<file path="config.mk">
export PLATFORM = sky130hd
export DESIGN_NAME = alu_npu_seq
export DESIGN_NICKNAME = d
export VERILOG_FILES = /design/src/rtl/alu_npu_seq.sv
export SDC_FILE = /design/constraint.sdc
export NUM_CORES = 1
export LEC_CHECK = 0
export BUFFER_PORTS_ARGS = -buffer_cell sky130_fd_sc_hd__buf_2
export CORE_MARGIN = 2
export CORE_UTILIZATION = 25
export CTS_CLUSTER_DIAMETER = 50
export DETAILED_ROUTE_END_ITERATION = 8
export SLEW_MARGIN = 15
export SYNTH_ARGS = -nofsm -noshare
export SYNTH_HDL_FRONTEND = slang
export SYNTH_SLANG_ARGS = --single-unit
</file>
<file path="constraint.sdc">
create_clock -name clk -period 4.51 [get_ports clk]
set_input_delay 0.451 -clock clk [delete_from_list [all_inputs] [get_ports clk]]
set_output_delay 0.451 -clock clk [all_outputs]
set_load 0.01 [all_outputs]
</file>
<file path="src/rtl/alu_npu_seq.sv">
`default_nettype none
// ============================================================================
// Module   : alu_npu_seq
// Purpose  : Handshaked ALU/NPU tile with a generic operand width. Handles one
//            operation at a time. Single-cycle ops go straight to the output
//            register. DIV/MOD run a restoring divider for WIDTH cycles. NPU
//            mode keeps a saturating multiply-accumulate register.
// Ports    : clk, rst (async, active-high)
//            in_valid / in_ready   - request handshake (a, b, opcode, mode)
//            out_valid / out_ready - result handshake (result, zero, carry,
//                                    sign, error)
//            busy                  - divider iterating
// Options  : ALU_SATURATE_EN - ALU ADD/SUB/MUL clamp instead of wrapping
// Revision : 1.0 - initial release
// ============================================================================
module alu_npu_seq #(
    parameter int WIDTH = 8,
    parameter int ACC_W = 2 * WIDTH
) (
    input  logic             clk,
    input  logic             rst,
    input  logic             in_valid,
    output logic             in_ready,
    input  logic [WIDTH-1:0] a,
    input  logic [WIDTH-1:0] b,
    input  logic [3:0]       opcode,
    input  logic             mode,
    output logic             out_valid,
    input  logic             out_ready,
    output logic [WIDTH-1:0] result,
    output logic             zero,
    output logic             carry,
    output logic             sign,
    output logic             error,
    output logic             busy
);

    // ------------------------------------------------------------------------
    // State encoding and opcodes
    // ------------------------------------------------------------------------
    localparam logic [1:0] S_IDLE = 2'd0;
    localparam logic [1:0] S_DIV  = 2'd1;
    localparam logic [1:0] S_OUT  = 2'd2;

    localparam logic [3:0] c_OP_ADD  = 4'd0;
    localparam logic [3:0] c_OP_SUB  = 4'd1;
    localparam logic [3:0] c_OP_MUL  = 4'd2;
    localparam logic [3:0] c_OP_DIV  = 4'd3;
    localparam logic [3:0] c_OP_MOD  = 4'd4;
    localparam logic [3:0] c_OP_ROL  = 4'd5;
    localparam logic [3:0] c_OP_ROR  = 4'd6;
    localparam logic [3:0] c_OP_AND  = 4'd7;
    localparam logic [3:0] c_OP_OR   = 4'd8;
    localparam logic [3:0] c_OP_XOR  = 4'd9;
    localparam logic [3:0] c_OP_NOT  = 4'd10;
    localparam logic [3:0] c_OP_GT   = 4'd11;
    localparam logic [3:0] c_OP_EQ   = 4'd12;
    localparam logic [3:0] c_OP_LOP  = 4'd13;

    localparam logic [3:0] c_NP_MAC    = 4'd0;
    localparam logic [3:0] c_NP_READ   = 4'd1;
    localparam logic [3:0] c_NP_CLEAR  = 4'd2;
    localparam logic [3:0] c_NP_RELU   = 4'd3;
    localparam logic [3:0] c_NP_MAX    = 4'd4;
    localparam logic [3:0] c_NP_MIN    = 4'd5;
    localparam logic [3:0] c_NP_THRESH = 4'd6;
    localparam logic [3:0] c_NP_XNOR   = 4'd7;
    localparam logic [3:0] c_NP_AVG    = 4'd8;

    localparam int               c_CNT_W    = $clog2(WIDTH);
    localparam logic [c_CNT_W-1:0] c_CNT_LAST = c_CNT_W'(WIDTH - 1);
    localparam logic [WIDTH-1:0] c_WIDTH_V  = WIDTH'(WIDTH);
    localparam logic [WIDTH-1:0] c_ONES     = '1;

    // ------------------------------------------------------------------------
    // Registers
    // ------------------------------------------------------------------------
    logic [1:0]         r_state;
    logic [1:0]         w_state_nxt;
    logic [WIDTH-1:0]   r_result;
    logic               r_zero;
    logic               r_carry;
    logic               r_sign;
    logic               r_error;
    logic [ACC_W-1:0]   r_acc;

    // Divider: r_quot starts as the dividend and is shifted out MSB-first
    // while quotient bits are shifted in at the bottom.
    logic [WIDTH-1:0]   r_quot;
    logic [WIDTH-1:0]   r_rem;
    logic [WIDTH-1:0]   r_divisor;
    logic [c_CNT_W-1:0] r_cnt;
    logic               r_div_mod;

    // ------------------------------------------------------------------------
    // Handshake and status
    // ------------------------------------------------------------------------
    logic w_accept;
    logic w_is_div;
    logic w_b_nz;

    assign in_ready  = (r_state == S_IDLE);
    assign out_valid = (r_state == S_OUT);
    assign busy      = (r_state == S_DIV);
    assign w_accept  = in_valid && in_ready;
    assign w_is_div  = !mode && ((opcode == c_OP_DIV) || (opcode == c_OP_MOD));
    assign w_b_nz    = (b != '0);

    assign result = r_result;
    assign zero   = r_zero;
    assign carry  = r_carry;
    assign sign   = r_sign;
    assign error  = r_error;

    // ------------------------------------------------------------------------
    // Shared arithmetic
    // ------------------------------------------------------------------------
    logic [WIDTH:0]     w_sum;
    logic [WIDTH-1:0]   w_diff;
    logic               w_borrow;
    logic [2*WIDTH-1:0] w_prod;
    logic               w_mul_hi;
    logic [WIDTH-1:0]   w_sh;
    logic [WIDTH-1:0]   w_rol;
    logic [WIDTH-1:0]   w_ror;
    logic [ACC_W:0]     w_mac_sum;
    logic [ACC_W-1:0]   w_mac_acc;
    logic               w_mac_ovf;
    logic               w_rd_ovf;
    logic [WIDTH-1:0]   w_lop;

    assign w_sum    = {1'b0, a} + {1'b0, b};
    assign w_diff   = a - b;
    assign w_borrow = (a < b);
    assign w_prod   = {{WIDTH{1'b0}}, a} * {{WIDTH{1'b0}}, b};
    assign w_mul_hi = |w_prod[2*WIDTH-1:WIDTH];

    // A shift by WIDTH yields zero, so sh == 0 degenerates cleanly to a.
    assign w_sh  = b % c_WIDTH_V;
    assign w_rol = (a << w_sh) | (a >> (c_WIDTH_V - w_sh));
    assign w_ror = (a >> w_sh) | (a << (c_WIDTH_V - w_sh));

    // One extra bit catches accumulator overflow before clamping.
    assign w_mac_sum = {1'b0, r_acc} + {{(ACC_W + 1 - 2 * WIDTH){1'b0}}, w_prod};
    assign w_mac_acc = w_mac_sum[ACC_W] ? '1 : w_mac_sum[ACC_W-1:0];
    assign w_mac_ovf = |w_mac_acc[ACC_W-1:WIDTH];
    assign w_rd_ovf  = |r_acc[ACC_W-1:WIDTH];

    always_comb begin
        w_lop = '0;
        for (int i = 0; i < WIDTH; i++) begin
            if (a[i]) begin
                w_lop = WIDTH'(i);
            end
        end
    end

    // ------------------------------------------------------------------------
    // Single-cycle result selection
    // ------------------------------------------------------------------------
    logic [WIDTH-1:0] w_res;
    logic             w_carry;
    logic             w_err;
    logic             w_acc_we;
    logic [ACC_W-1:0] w_acc_nxt;

    always_comb begin
        w_res     = '0;
        w_carry   = 1'b0;
        w_err     = 1'b0;
        w_acc_we  = 1'b0;
        w_acc_nxt = r_acc;
        if (!mode) begin
            case (opcode)
                c_OP_ADD: begin
                    w_carry = w_sum[WIDTH];
`ifdef ALU_SATURATE_EN
                    w_res   = w_sum[WIDTH] ? c_ONES : w_sum[WIDTH-1:0];
`else
                    w_res   = w_sum[WIDTH-1:0];
`endif
                end
                c_OP_SUB: begin
                    w_carry = w_borrow;
`ifdef ALU_SATURATE_EN
                    w_res   = w_borrow ? '0 : w_diff;
`else
                    w_res   = w_diff;
`endif
                end
                c_OP_MUL: begin
                    w_carry = w_mul_hi;
`ifdef ALU_SATURATE_EN
                    w_res   = w_mul_hi ? c_ONES : w_prod[WIDTH-1:0];
`else
                    w_res   = w_prod[WIDTH-1:0];
`endif
                end
                // Only reached here with b == 0; non-zero divisors use the divider.
                c_OP_DIV, c_OP_MOD: begin
                    w_res = c_ONES;
                    w_err = 1'b1;
                end
                c_OP_ROL: w_res = w_rol;
                c_OP_ROR: w_res = w_ror;
                c_OP_AND: w_res = a & b;
                c_OP_OR:  w_res = a | b;
                c_OP_XOR: w_res = a ^ b;
                c_OP_NOT: w_res = ~a;
                c_OP_GT:  w_res = {{(WIDTH - 1){1'b0}}, (a > b)};
                c_OP_EQ:  w_res = {{(WIDTH - 1){1'b0}}, (a == b)};
                c_OP_LOP: begin
                    if (a == '0) begin
                        w_res = c_ONES;
                        w_err = 1'b1;
                    end else begin
                        w_res = w_lop;
                    end
                end
                default: w_err = 1'b1;
            endcase
        end else begin
            case (opcode)
                c_NP_MAC: begin
                    w_acc_we  = 1'b1;
                    w_acc_nxt = w_mac_acc;
                    w_carry   = w_mac_ovf;
                    w_res     = w_mac_ovf ? c_ONES : w_mac_acc[WIDTH-1:0];
                end
                c_NP_READ: begin
                    w_carry = w_rd_ovf;
                    w_res   = w_rd_ovf ? c_ONES : r_acc[WIDTH-1:0];
                end
                c_NP_CLEAR: begin
                    w_acc_we  = 1'b1;
                    w_acc_nxt = '0;
                end
                c_NP_RELU:   w_res = (a > b) ? w_diff : '0;
                c_NP_MAX:    w_res = (a > b) ? a : b;
                c_NP_MIN:    w_res = (a < b) ? a : b;
                c_NP_THRESH: w_res = (a > b) ? c_ONES : '0;
                c_NP_XNOR:   w_res = ~(a ^ b);
                c_NP_AVG:    w_res = w_sum[WIDTH:1];
                default:     w_err = 1'b1;
            endcase
        end
    end

    // ------------------------------------------------------------------------
    // Restoring divider step
    // ------------------------------------------------------------------------
    logic [WIDTH:0]   w_div_shift;
    logic [WIDTH:0]   w_div_trial;
    logic [WIDTH-1:0] w_quot_nxt;
    logic [WIDTH-1:0] w_rem_nxt;
    logic [WIDTH-1:0] w_div_res;

    assign w_div_shift = {r_rem, r_quot[WIDTH-1]};
    assign w_div_trial = w_div_shift - {1'b0, r_divisor};

    always_comb begin
        if (!w_div_trial[WIDTH]) begin
            w_rem_nxt  = w_div_trial[WIDTH-1:0];
            w_quot_nxt = {r_quot[WIDTH-2:0], 1'b1};
        end else begin
            w_rem_nxt  = w_div_shift[WIDTH-1:0];
            w_quot_nxt = {r_quot[WIDTH-2:0], 1'b0};
        end
    end

    assign w_div_res = r_div_mod ? w_rem_nxt : w_quot_nxt;

    // ------------------------------------------------------------------------
    // FSM
    // ------------------------------------------------------------------------
    always_ff @(posedge clk or posedge rst) begin
        if (rst) begin
            r_state <= S_IDLE;
        end else begin
            r_state <= w_state_nxt;
        end
    end

    always_comb begin
        w_state_nxt = r_state;
        case (r_state)
            S_IDLE: begin
                if (in_valid) begin
                    w_state_nxt = (w_is_div && w_b_nz) ? S_DIV : S_OUT;
                end
            end
            S_DIV: begin
                if (r_cnt == c_CNT_LAST) begin
                    w_state_nxt = S_OUT;
                end
            end
            S_OUT: begin
                if (out_ready) begin
                    w_state_nxt = S_IDLE;
                end
            end
            default: w_state_nxt = S_IDLE;
        endcase
    end

    // ------------------------------------------------------------------------
    // Datapath registers
    // ------------------------------------------------------------------------
    always_ff @(posedge clk or posedge rst) begin
        if (rst) begin
            r_result  <= '0;
            r_zero    <= 1'b0;
            r_carry   <= 1'b0;
            r_sign    <= 1'b0;
            r_error   <= 1'b0;
            r_acc     <= '0;
            r_quot    <= '0;
            r_rem     <= '0;
            r_divisor <= '0;
            r_cnt     <= '0;
            r_div_mod <= 1'b0;
        end else begin
            case (r_state)
                S_IDLE: begin
                    if (w_accept) begin
                        if (w_is_div && w_b_nz) begin
                            r_quot    <= a;
                            r_rem     <= '0;
                            r_divisor <= b;
                            r_cnt     <= '0;
                            r_div_mod <= (opcode == c_OP_MOD);
                        end else begin
                            r_result <= w_res;
                            r_zero   <= (w_res == '0);
                            r_sign   <= w_res[WIDTH-1];
                            r_carry  <= w_carry;
                            r_error  <= w_err;
                        end
                        if (w_acc_we) begin
                            r_acc <= w_acc_nxt;
                        end
                    end
                end
                S_DIV: begin
                    r_quot <= w_quot_nxt;
                    r_rem  <= w_rem_nxt;
                    r_cnt  <= r_cnt + 1'b1;
                    // Final iteration writes the output register directly.
                    if (r_cnt == c_CNT_LAST) begin
                        r_result <= w_div_res;
                        r_zero   <= (w_div_res == '0);
                        r_sign   <= w_div_res[WIDTH-1];
                        r_carry  <= 1'b0;
                        r_error  <= 1'b0;
                    end
                end
                default: ;
            endcase
        end
    end

endmodule
`default_nettype wire
</file>
==> flow_summary.ini, run 1 <==
[outcome]
outcome = finished, violations left
violations = setup timing

[worst_setup_path]
setup.reg_to_reg.worst_slack_ps = 700
timing.critical_path.mode_cell = fa_1
timing.reg2reg.worst_path_depth = 15
timing.critical_path.slowest_stage_cell = fa_1
timing.critical_path.from_type = input pin
critical_path.endpoint_type = flip-flop
timing.critical_path.required_ps = 4780
max_stage_delay_ps = 540
crit_path_launch = b[3]
capture_instance_of_the_worst_register_to_register_path = zero
arrival_ps = 6480
worst-path-max-fanout = 4
crit_reg_reg_startpoint = r_quot[7]
critPathKind = input pin to flip-flop

[timing]
rsz0062_at_grt = yes
maximum_clock_frequency_mhz = 161
hold_viol = 0
layout_worst_path_cycle_share = 1.38
setup_viol = 26
fin_crit_ps = 6210
setup_total_negative_slack_ps = -34220
finalMaxSlewViolations = 0
relSlewSlack = 0.312
final.setup_skew_ps = 9.05
timing_worst_slew_pin_value_ps = 1020
timing.final.ws_setup_ps = -1700

[power]
total_power_uw = 7220
power.leakage_uw = 0.00567
worst_case_vdd_ir_drop_uv = 479
cellPowerDensity_nw_per_um2 = 600

[cells_and_area]
layout-area-overhead-vs-synth_pct = 35.2
fillCellCount = 3678
drive_above_1_share = 0.274
nets = 1547
antennaDiodeCount = 0

[logic_synthesis]
area_share_of_fa_ha_maj_cells_after_synthesis = 0.214
synth_enable_flop_cells = 0
yosysSeqAreaShare = 0.160
async_flop_share = 1.00
post_synth_xor_area_fraction = 0.0364
ys_dominant_reg_cell = dfrtp_1
synth_compound_area_frac = 0.266
syn-cell-area_sq_um = 8910
post_synth_num_cell_types = 80
muxShareOfSynthArea = 0.0417
synth_top_family_by_area = compound AO/OA/AOI/OAI gates
synthesis.area_per_instance_sq_um = 7.54
synthCells = 1181
post_synth_simple_gate_area = 0.214
synth_fp_nets = 1334
synth.ff_latch_count = 57
yosys_warnings = 0

[run]
cap_violations = 0

[grt]
grt_first_pass_wirelength_microns = 56600
grt_max_degree = 58
overflow = 0
antenna_found_initial = 0
grtUsageTotal = 0.197
first_global_vias = 9700

[route]
wl_microns = 36600
routedWlPerCell_microns = 19.7
detailroute.wirelength.met3_microns = 2530
dr_total_vias = 10100
detail_route.drc_violations = 0
met1_length_microns = 16000
antenna_violating_nets_left = 0
drt_first_pass_iters = 5
post_drt_via_cell_ratio = 5.44
drt-initial-drc-count = 887
met2_length_microns = 16900
top_signal_layer_used = met4

[placement]
place.gp.congestion = 0.970
dp_hpwl_microns = 29000
port_buffers = 39

[floorplanning]
floorplan.initialDensity = 0.252
row_count = 69
dieArea_sq_um = 37200
chipWidth_microns = 193
boundaryPins = 40
placeableCoreArea_sq_um = 35300
die_height_microns = 193

[clock_network]
cts-buffers-inserted = 9
clock_insertion_delay_worst_skew_ps = 330
htree_num_levels = 3
clock_pin_slew_of_the_registers_on_the_worst_case_setup_and_hold_paths_ps = 60
cts.root.buffer_cell = clkbuf_16
cts-root-to-sink-buffers = 2
tritoncts = built
cts.sink_count = 57
post_cts_hold_buffer_count = 0

[hold_path]
hold_class = input pin to async pin
## placed cells by master (no fill, tap or decap), types with 8 or more instances in the layout
cell type,instances
nand3_1,23
a22oi_1,11
buf_6,15
nor2_1,113
dfrtp_1,57
nand2_1,127
fa_1,36
o21a_1,8
o221ai_1,11
clkbuf_16,9
mux2i_1,27
nand4_1,9
ha_1,77
ha_4,10
inv_1,74
xnor2_1,15
buf_4,216
o31ai_1,9
a21oi_1,66
o22ai_1,14
nor2b_1,16
nor4_1,15
nor2_2,9
a21o_1,27
o21ai_1,11
xor2_1,19
buf_2,29
nand2b_1,11
o211ai_1,8
o21ai_0,74
and2_1,8
a31oi_1,17
a211oi_1,12
o21bai_1,11
nor3_1,24
## power breakdown
part	internal (uW)	switching (uW)	leakage [uW]
registers	693	174	0.000737
clock network	438	253	0.000144
logic	2790	2880	0.00479
total	3920	3310	0.00567
## cell type report
type,count,area (sq um),area share
Multi-Input combinational cell,969,7310,0.607
Timing Repair Buffer,266,2030,0.168
Inverter,91,400,0.0333
Sequential cell,57,1430,0.118
Tap cell,461,577,0.0479
Clock inverter,5,56.3,0.00468
Clock buffer,10,239,0.0199
## critical path: cells and delay by family
kind | cells | cell delay, ps
compound gates | 7 | 1310
fa+ha+maj | 7 | 2570
simple gates | 5 | 1360
buf+inv | 5 | 480
xor+xnor | 1 | 280
## cells in the mapped netlist, types with 4 or more instances
library cell  instances  area share
xnor2_1              18       0.018
nor2_1              128       0.054
a221oi_1              6      0.0059
and3_1                7      0.0049
o221ai_1             11       0.011
nor3b_1               6      0.0051
or3_1                 4      0.0028
nand4_1               9      0.0063
a221o_1               7      0.0079
dfrtp_1              57        0.16
o21a_1                8      0.0067
xor2_1               19       0.019
buf_1                 8      0.0034
nand2b_1             12      0.0084
ha_1                 88        0.12
and2_1                9      0.0063
or4_1                 4      0.0034
a21o_1               27       0.023
o21bai_1             11      0.0093
o21ai_0              87       0.049
inv_1                80       0.034
a22o_1                6      0.0059
o31ai_1               9      0.0076
a31oi_1              19       0.013
mux4_2                4       0.010
nor3_1               26       0.015
nand3_1              25       0.014
a22oi_1              11      0.0093
a21oi_1              74       0.042
clkinv_1             10      0.0042
o211ai_1              8      0.0067
nor2b_1              16       0.011
clkbuf_1             50       0.021
mux2i_1              27       0.030
a211oi_1             18       0.015
o22ai_1              14      0.0098
nand2_1             133       0.056
nor4_1               15       0.011
fa_1                 40       0.090
a2111oi_0             8      0.0079
## worst max-delay path by stage
stage          slack [ps]        end
2_1_floorplan       -1830       zero
3_3_place_gp        -2220  result[6]
3_5_place_dp        -2340  result[6]
4_1_cts             -1610       zero
5_1_grt             -1930       zero
6_report            -1700       zero
## sequential cells by signal (all words and copies together), names as in the netlist
| register | cells |
|---|---|
| r_cnt | 3 |
| r_state | 2 |
| r_div_mod | 1 |
| r_quot | 8 |
| result | 8 |
| r_acc | 16 |
| r_divisor | 8 |
| carry | 1 |
| zero | 1 |
| error | 1 |
| r_rem | 8 |
## metal layers
metal	vias to the layer above	global-route usage
met5	-	0
met1	4899	0.267
met2	429	0.317
li1	4690	-
met3	91	0.0311
met4	0	0.0678
## timing repair
action / CTS / global route
pin swaps: 49 / 13
endpoints found under the setup margin: 26 / 26
buffers inserted: 17 / 9
gates resized for setup: 103 / 29
hold endpoints to repair: 0 / 0
## through the flow
step | instance area [sq um] | hold slack [ps] | util | instances | setup WS, ps
after floorplan | 9110 | 450 | - | 1181 | -1830
after global placement | 11100 | 465 | 0.314 | 1821 | -2220
after detailed placement | 11100 | 474 | 0.314 | 1821 | -2340
after CTS | 11900 | 330 | 0.337 | 1853 | -1610
after global routing | 12000 | 368 | 0.341 | 1859 | -1930
final | 12000 | 325 | 0.341 | 1859 | -1700
## cells by family (layout without fill, tap and decap cells)
group	after synthesis	in the layout
simple gates	412	412
compound gates	360	360
buf+inv	155	372
fa+ha+maj	128	128
flops	57	57
xor+xnor	37	37
mux	32	32
(Power assumes the default switching activity.)
==> run 2, diff against run 1 <==
--- a/config.mk
+++ b/config.mk
@@ -5,11 +5,14 @@
 export SDC_FILE = /design/constraint.sdc
 export NUM_CORES = 1
 export LEC_CHECK = 0
-export BUFFER_PORTS_ARGS = -buffer_cell sky130_fd_sc_hd__buf_2
+export CELL_PAD_IN_SITES_DETAIL_PLACEMENT = 1
+export CELL_PAD_IN_SITES_GLOBAL_PLACEMENT = 2
 export CORE_MARGIN = 2
 export CORE_UTILIZATION = 25
 export CTS_CLUSTER_DIAMETER = 50
 export DETAILED_ROUTE_END_ITERATION = 8
+export DONT_BUFFER_PORTS = 1
+export PLACE_DENSITY_LB_ADDON = 0.1
 export SLEW_MARGIN = 15
 export SYNTH_ARGS = -nofsm -noshare
 export SYNTH_HDL_FRONTEND = slang
==> run 2 against run 1 <==
Net effect: the flow still finishes with violations (setup timing); die area is the same; sequential share of layout area grew 0.67 points; setup slack gained 120 ps; clock power grew 8.0%; maximum frequency grew 1.9%; global-route usage grew 3.6 points; via count shrank 5.7%; combinational power shrank 2%; final cell count shrank 4.2%; critical path type unchanged; critical endpoint unchanged; largest cell class unchanged; highest routed layer unchanged.
==> flow_summary.ini, run 2 (synthesized netlist as in run 1, its figures left out) <==
[placement]
port_buffers = 0
placedInstanceArea_sq_um = 10600
place.gp.congestion = 0.894
dp_hpwl_microns = 33900

[clock_network]
clock_pin_slew_of_the_registers_on_the_worst_case_setup_and_hold_paths_ps = 60
cts.root.buffer_cell = clkbuf_16
cts-root-to-sink-buffers = 2
tritoncts = built
htree_num_levels = 3
cts.sink_count = 57
cts-buffers-inserted = 9
clock_insertion_delay_worst_skew_ps = 340
post_cts_hold_buffer_count = 0

[grt]
first_global_vias = 10100
grtUsageTotal = 0.232
antenna_found_initial = 1
grt_max_degree = 58
overflow = 0
grt_first_pass_wirelength_microns = 64300

[run]
cap_violations = 0

[worst_setup_path]
critical_path.endpoint_type = flip-flop
max_stage_delay_ps = 530
worst-path-max-fanout = 15
critical-path-top-delay-family = adder cells
timing.critical_path.slowest_stage_cell = fa_1
cp.buffers_inverters = 2
timing.critical_path.required_ps = 4790
critPathKind = input pin to flip-flop
arrival_ps = 6370
timing.critical_path.from_type = input pin

[cells_and_area]
antennaDiodeCount = 0
nets = 1467
drive_above_1_share = 0.222
final_cell_area_sq_um = 11400
layout-area-overhead-vs-synth_pct = 28.0
layout_common_cells = buf_4 (177), nand2_1 (129), nor2_1 (111)
largest_register_ff_count = 16
layout.cells.most_common = buf_4
registers.top_by_ff_count = r_acc
fillCellCount = 4236

[route]
drt_first_pass_iters = 5
wl_microns = 42200
antenna_violating_nets_left = 0
drt-initial-drc-count = 528
post_drt_via_cell_ratio = 5.36
detail_route.drc_violations = 0
dr_total_vias = 9534
routedWlPerCell_microns = 23.7

[timing]
timing.final.ws_setup_ps = -1580
rsz0062_at_grt = yes
relSlewSlack = 0.249
timing_worst_slew_pin_value_ps = 1120
setup_viol = 26
fin_crit_ps = 6090
final.setup_skew_ps = 9.15
finalMaxSlewViolations = 0
hold_viol = 0
maximum_clock_frequency_mhz = 164
layout_worst_path_cycle_share = 1.35

[outcome]
violations = setup timing
outcome = finished, violations left

[hold_path]
hold_class = input pin to async pin

[floorplanning]
floorplan.initialDensity = 0.252
row_count = 69
dieArea_sq_um = 37200
chipWidth_microns = 193
boundaryPins = 40
placeableCoreArea_sq_um = 35300
die_height_microns = 193

[power]
cellPowerDensity_nw_per_um2 = 630
worst_case_vdd_ir_drop_uv = 659
power.leakage_uw = 0.00528
total_power_uw = 7190
## run 2: report_power, final
group	total, uW	switching, uW	leakage [uW]	internal [uW]
Combinational	5550	2840	0.00438	2710
Sequential	894	202	0.000737	693
Clock	746	248	0.000159	497
## run 2: path summary, 6_finish.rpt
kind,slack [ps],from,cells after the start,endpoint
max,-1580,a[2],25,zero
min,220,rst,2,r_acc[14]
max reg2reg,750,r_acc[0],13,zero
min reg2reg,490,r_divisor[3],2,r_divisor[3]
max in group asynchronous,3760,rst,2,r_rem[1]
min in group clk,230,out_ready,1,r_state[1]
## run 2: cell type report
| cell class | instances | area, sq um | area share |
|---|---|---|---|
| flip-flops and latches | 57 | 1430 | 0.125 |
| clock inverters | 5 | 78.8 | 0.00692 |
| well taps | 461 | 577 | 0.0506 |
| repair buffers | 186 | 1430 | 0.125 |
| multi-input cells | 969 | 7260 | 0.637 |
| inverters | 91 | 379 | 0.0333 |
| clock buffers | 11 | 243 | 0.0213 |
## run 2: repair_timing
action | CTS | global route
gates resized for setup | 54 | 34
pin swaps | 33 | 27
setup buffers | 8 | 8
endpoints found under the setup margin | 26 | 26
## run 2: worst register-to-register path, stage by stage, from the launching register on
cell and delay (ps):
dfrtp_1 420, ha_1 260, fa_1 410, a211oi_1 320, nor2_1 150, o41ai_1 340
buf_4 210, mux2i_1 80, nor3_1 350, and4b_2 390, nand4_1 120, a32o_2 280
and4b_1 250, a31o_1 130
## run 2: routing by layer
metal	routed length, microns	global-route usage
met2	20600	0.408
met5	0	0
met1	19100	0.299
met4	1280	0.0684
met3	1170	0.0247
## run 2: metrics by stage
step | hold WS [ps] | util | std cells | setup WS [ps] | TNS, ps
after floorplan | 450 | - | 1181 | -1830 | -33720
after global placement | 465 | 0.301 | 1749 | -2110 | -42490
after detailed placement | 473 | 0.301 | 1749 | -2240 | -45150
after CTS | 216 | 0.317 | 1772 | -1630 | -30010
after global routing | 228 | 0.323 | 1780 | -1840 | -37830
final | 222 | 0.323 | 1780 | -1580 | -30560
